File: config.mk
export PLATFORM = sky130hd
export DESIGN_NAME = reg_hazard_scoreboard
export DESIGN_NICKNAME = d
export VERILOG_FILES = /design/src/rtl/reg_hazard_scoreboard.sv
export SDC_FILE = /design/constraint.sdc
export NUM_CORES = 1
export LEC_CHECK = 0
export BUFFER_PORTS_ARGS = -buffer_cell sky130_fd_sc_hd__buf_2
export CAP_MARGIN = 20
export CORE_MARGIN = 2
export CORE_UTILIZATION = 59
export DETAILED_ROUTE_END_ITERATION = 8
export PLACE_DENSITY_LB_ADDON = 0.3
export SLEW_MARGIN = 20
export SYNTH_ARGS = -nofsm -noshare
export SYNTH_HDL_FRONTEND = slang
export SYNTH_SLANG_ARGS = --single-unit
export TNS_END_PERCENT = 100
File: constraint.sdc
create_clock -name clk -period 3.6 [get_ports clk]
set_input_delay 0.36 -clock clk [delete_from_list [all_inputs] [get_ports clk]]
set_output_delay 0.36 -clock clk [all_outputs]
set_load 0.03 [all_outputs]
File: src/rtl/reg_hazard_scoreboard.sv
// RAW hazard scoreboard: per-register pending-write counts gate instruction issue.
// A write-back landing in the same cycle resolves the hazard because the register file writes on the falling edge.
module reg_hazard_scoreboard #(
    parameter int unsigned NUM_REGS = 14,
    parameter int unsigned ADDR_W   = 4,
    parameter int unsigned CNT_W    = 2
) (
    input  logic                clk,
    input  logic                rst,
    input  logic                flush,
    input  logic                issue_valid,
    input  logic [ADDR_W-1:0]   src1,
    input  logic [ADDR_W-1:0]   src2,
    input  logic                src2_used,
    input  logic                issue_wb_en,
    input  logic [ADDR_W-1:0]   issue_dest,
    input  logic                writeBackEn,
    input  logic [ADDR_W-1:0]   Dest_wb,
    output logic                stall,
    output logic                issue_fire,
    output logic [NUM_REGS-1:0] busy_vec,
    output logic                wb_underflow
);

    localparam int unsigned      IdxN   = 2 ** ADDR_W;
    localparam logic [CNT_W-1:0] CntMax = '1;

    logic [NUM_REGS-1:0][CNT_W-1:0] count_q, count_d;
    logic [NUM_REGS-1:0]            busy_q, busy_d;
    logic                           uf_q, uf_d;
    logic [NUM_REGS-1:0]            inc_vec, dec_vec, uf_vec;

    // Padded to the full index space so untracked indices read as never pending / never full.
    logic [IdxN-1:0] pend_full, at_max_full;

    always_comb begin
        pend_full   = '0;
        at_max_full = '0;
        for (int unsigned i = 0; i < NUM_REGS; i++) begin
            pend_full[i]   = (count_q[i] != '0)
                           & ~(writeBackEn & (Dest_wb == ADDR_W'(i)) & (count_q[i] == CNT_W'(1)));
            at_max_full[i] = (count_q[i] == CntMax);
        end
    end

    assign stall = issue_valid & (pend_full[src1]
                 | (src2_used & pend_full[src2])
                 | (issue_wb_en & at_max_full[issue_dest]
                    & ~(writeBackEn & (Dest_wb == issue_dest))));

    assign issue_fire = issue_valid & ~stall;

    always_comb begin
        inc_vec = '0;
        dec_vec = '0;
        uf_vec  = '0;
        busy_d  = '0;
        count_d = count_q;
        for (int unsigned i = 0; i < NUM_REGS; i++) begin
            inc_vec[i] = issue_fire & issue_wb_en & (issue_dest == ADDR_W'(i));
            dec_vec[i] = writeBackEn & (Dest_wb == ADDR_W'(i)) & (count_q[i] != '0);
            uf_vec[i]  = writeBackEn & (Dest_wb == ADDR_W'(i)) & (count_q[i] == '0)
                       & ~inc_vec[i];
            count_d[i] = count_q[i] + CNT_W'(inc_vec[i]) - CNT_W'(dec_vec[i]);
        end
        if (flush) begin
            count_d = '0;
        end
        uf_d = uf_q | (~flush & (|uf_vec));
        for (int unsigned i = 0; i < NUM_REGS; i++) begin
            busy_d[i] = (count_d[i] != '0);
        end
    end

    always_ff @(posedge clk) begin
        if (rst) begin
            count_q <= '0;
            busy_q  <= '0;
            uf_q    <= 1'b0;
        end else begin
            count_q <= count_d;
            busy_q  <= busy_d;
            uf_q    <= uf_d;
        end
    end

    assign busy_vec     = busy_q;
    assign wb_underflow = uf_q;

endmodule

==> metrics.md <==
| Metric | Value |
|---|---|
| Status | finished, final reports clean |
| Port-buffer cells | 39 |
| Top cells by count, synth | 46 x nor2_1, 43 x dfxtp_1, 28 x ha_1, 28 x inv_1, 27 x nand2_1 |
| Syn Area/Cell | 8.06 µm² |
| Syn-to-layout area delta | 13.9% |
| Hold Crit Class | input port to register |
| Cell area after synthesis | 3250 µm² |
| TritonCTS Buffers | 5 |
| Largest net degree at the start of global routing | 18 |
| Synth Register Bits | 43 |
| Synth area leader | dfxtp_1 |
| DRT antenna net count | 0 |
| Cell leakage power | 1.72 nW |
| Routability Congestion | 1.01 |
| CTS Buffer Depth | 2 |
| Setup crit end kind | register |
| Final worst path period need | 3350 ps |
| Synth cell types | 60 |
| DRC | 0 |
| CTS tree | done |
| Critical Path RT | 3790 ps |
| Setup violators final | 0 |
| WL/cell | 16.8 µm |
| DRT Wirelength | 8790 µm |
| Hold-fix buffers, CTS | 0 |
| Gr ovfl total | 0 |
| Critical Path Fanout Max | 11 |
| Yosys top cell area share | 0.265 |
| Synth warn | 0 |
| Post-synthesis sequential area ratio | 0.265 |
| Die area | 6110 µm² |
| I/O pin cnt | 40 |
| Area contributors post-synth | dfxtp_1 27%, ha_1 11%, xnor2_1 5.4%, nor2_1 5.3%, nand3_1 3.5% |
| F_max | 0.298 GHz |
| Max-Cap Viols | 0 |
| Startpoint Class | input port |
| Total number of vias | 3226 |
| Fin crit share | 0.931 |
| CTS H-tree depth | 2 |
| Hold Fails Final Rpt | 0 |
| Initial Util | 0.601 |
| Core ar. | 5410 µm² |
| Die Wd | 78.2 µm |
| Die Y-Extent | 78.2 µm |
| Post-synth EDFFs | 0 |
| Relative slew slack | 0.373 |
| Design Power | 0.935 mW |
| Worst-Skew Late Latency | 300 ps |
| Vias in the first global route | 3061 |
| Global-route usage over all layers | 0.300 |
| Final HPWL DP | 6980 µm |
| Antenna violations before repair | 0 |
| Post-Syn Nets | 454 |
| Count leader, synth | nor2_1 |
| Maximum VDD drop | 0.169 mV |
| Fill cell count | 479 |
| 1st-iter DRT viols | 414 |
| Gate Count Post-Synth | 403 |
| Reg clk slew, reported paths | 80 ps |
| Clk root buf | clkbuf_8 |
| 1st-pass router iterations | 5 |
| Hold WS | 364 ps |
| DR vias/cell | 6.16 |
| Synth Flop Type | dfxtp_1 |
| # diodes | 0 |
| Clk_skew | 6.86 ps |
| CP Data Arrival Time | 3540 ps |
| Share of cells above drive strength 1 | 0.223 |
| Nets@finish | 504 |
| Post-CTS setup buffers | 0 |
| # clock sinks | 43 |
| Worst-Margin Slew | 938 ps |
| PostCTS Resize Cnt | 0 |
| Ys async rst share | 0 |
| First-pass GRT wire length | 14500 µm |
| Busiest layer in global routing | met2 |
| Met1 Track Usage GR | 0.400 |
| Crit Path Class | input port to register |
| Met2 GRT Util | 0.497 |
| Setup repair after global routing missed its margin | false |
| Final Max Tran Viols | 0 |
| Row count | 27 |
| Met3 Use GR | 0.0471 |
| PwrDens | 253 nW/µm² |
## critical path: stages
cell	delay (ps)
buf_2	120
and3b_1	410
nand2_1	150
a211oi_1	300
buf_4	170
o31ai_1	70
o32ai_1	180
and4b_1	270
buf_4	200
nand4_1	120
ha_1	310
inv_1	60
ha_1	150
xor2_1	200
xnor2_1	140
nor2_1	60
or2_2	270
## state kept, by name, summed over array words and instances (netlist names)
register      cells
busy_vec         14
count_q          28
wb_underflow      1
## metrics by stage
| step | setup slack [ps] | util | std cells | setup TNS [ps] | instance area (µm²) |
|---|---|---|---|---|---|
| after global placement | -23.1 | 0.670 | 518 | -23.1 | 3620 |
| after global routing | 51.3 | 0.684 | 524 | 0 | 3700 |
| final | 249 | 0.684 | 524 | 0 | 3700 |
| after floorplan | 264 | - | 403 | 0 | 3250 |
| after CTS | 283 | 0.684 | 524 | 0 | 3700 |
| after detailed placement | -22.7 | 0.670 | 518 | -22.7 | 3620 |
## layer usage
| metal | up-vias | routed length [µm] |
|---|---|---|
| met1 | 1496 | 3810 |
| met3 | 25 | 727 |
| li1 | 1518 | - |
| met5 | - | 0 |
| met2 | 187 | 4030 |
| met4 | 0 | 225 |
## path summary, 6_finish.rpt
path	startpoint	endpoint	slack [ps]	cells after the start
hold reg to reg	count_q[5]	count_q[5]	570	2
setup reg to reg	count_q[1]	busy_vec[13]	260	15
setup / recovery	Dest_wb[2]	busy_vec[13]	250	17
hold / removal	rst	wb_underflow	360	3
## logic make-up (layout without fill, tap and decap cells)
kind of cell    Yosys count  count (layout)  share of synthesized area
simple gates            179             179                      0.289
compound gates           67              67                      0.160
buf+inv                  52             101                     0.0732
flops                    43              43                      0.265
xor+xnor                 31              31                     0.0836
fa+ha+maj                28              28                      0.108
mux                       3               3                     0.0208
## power breakdown
| part | switching (mW) | internal, mW | leakage (nW) |
|---|---|---|---|
| registers | 0.00189 | 0.478 | 0.346 |
| logic | 0.103 | 0.0659 | 1.34 |
| clock network | 0.159 | 0.129 | 0.0361 |
## area by class of cell
type / count / area (µm²) / share of cell area
multi-input combinational: 308 / 2150 / 0.581
sequential: 43 / 861 / 0.233
inverter: 28 / 105 / 0.0284
timing repair buffer: 67 / 418 / 0.113
tap: 72 / 90.1 / 0.0244
clock buffer: 5 / 68.8 / 0.0186
clock inverter: 1 / 7.51 / 0.00203
## placed cells by master (no fill, tap or decap), types with 5 or more instances in the layout
cell type	netlist	layout
dfxtp_1	43	43
o31ai_1	7	7
xor2_1	11	11
a21oi_1	10	10
xnor2_1	20	20
ha_1	28	28
a31oi_1	6	6
nor2_1	46	46
a22oi_1	5	5
nor3_1	12	12
a211oi_1	7	7
nand2_1	27	27
nand3_1	23	23
or2_2	16	16
inv_1	28	28
buf_2	5	39
nor4_1	5	5
clkbuf_8	0	5
and2_1	16	16
nor2b_1	7	7
buf_4	3	27
nand4_1	8	8
(Power assumes the default switching activity.)
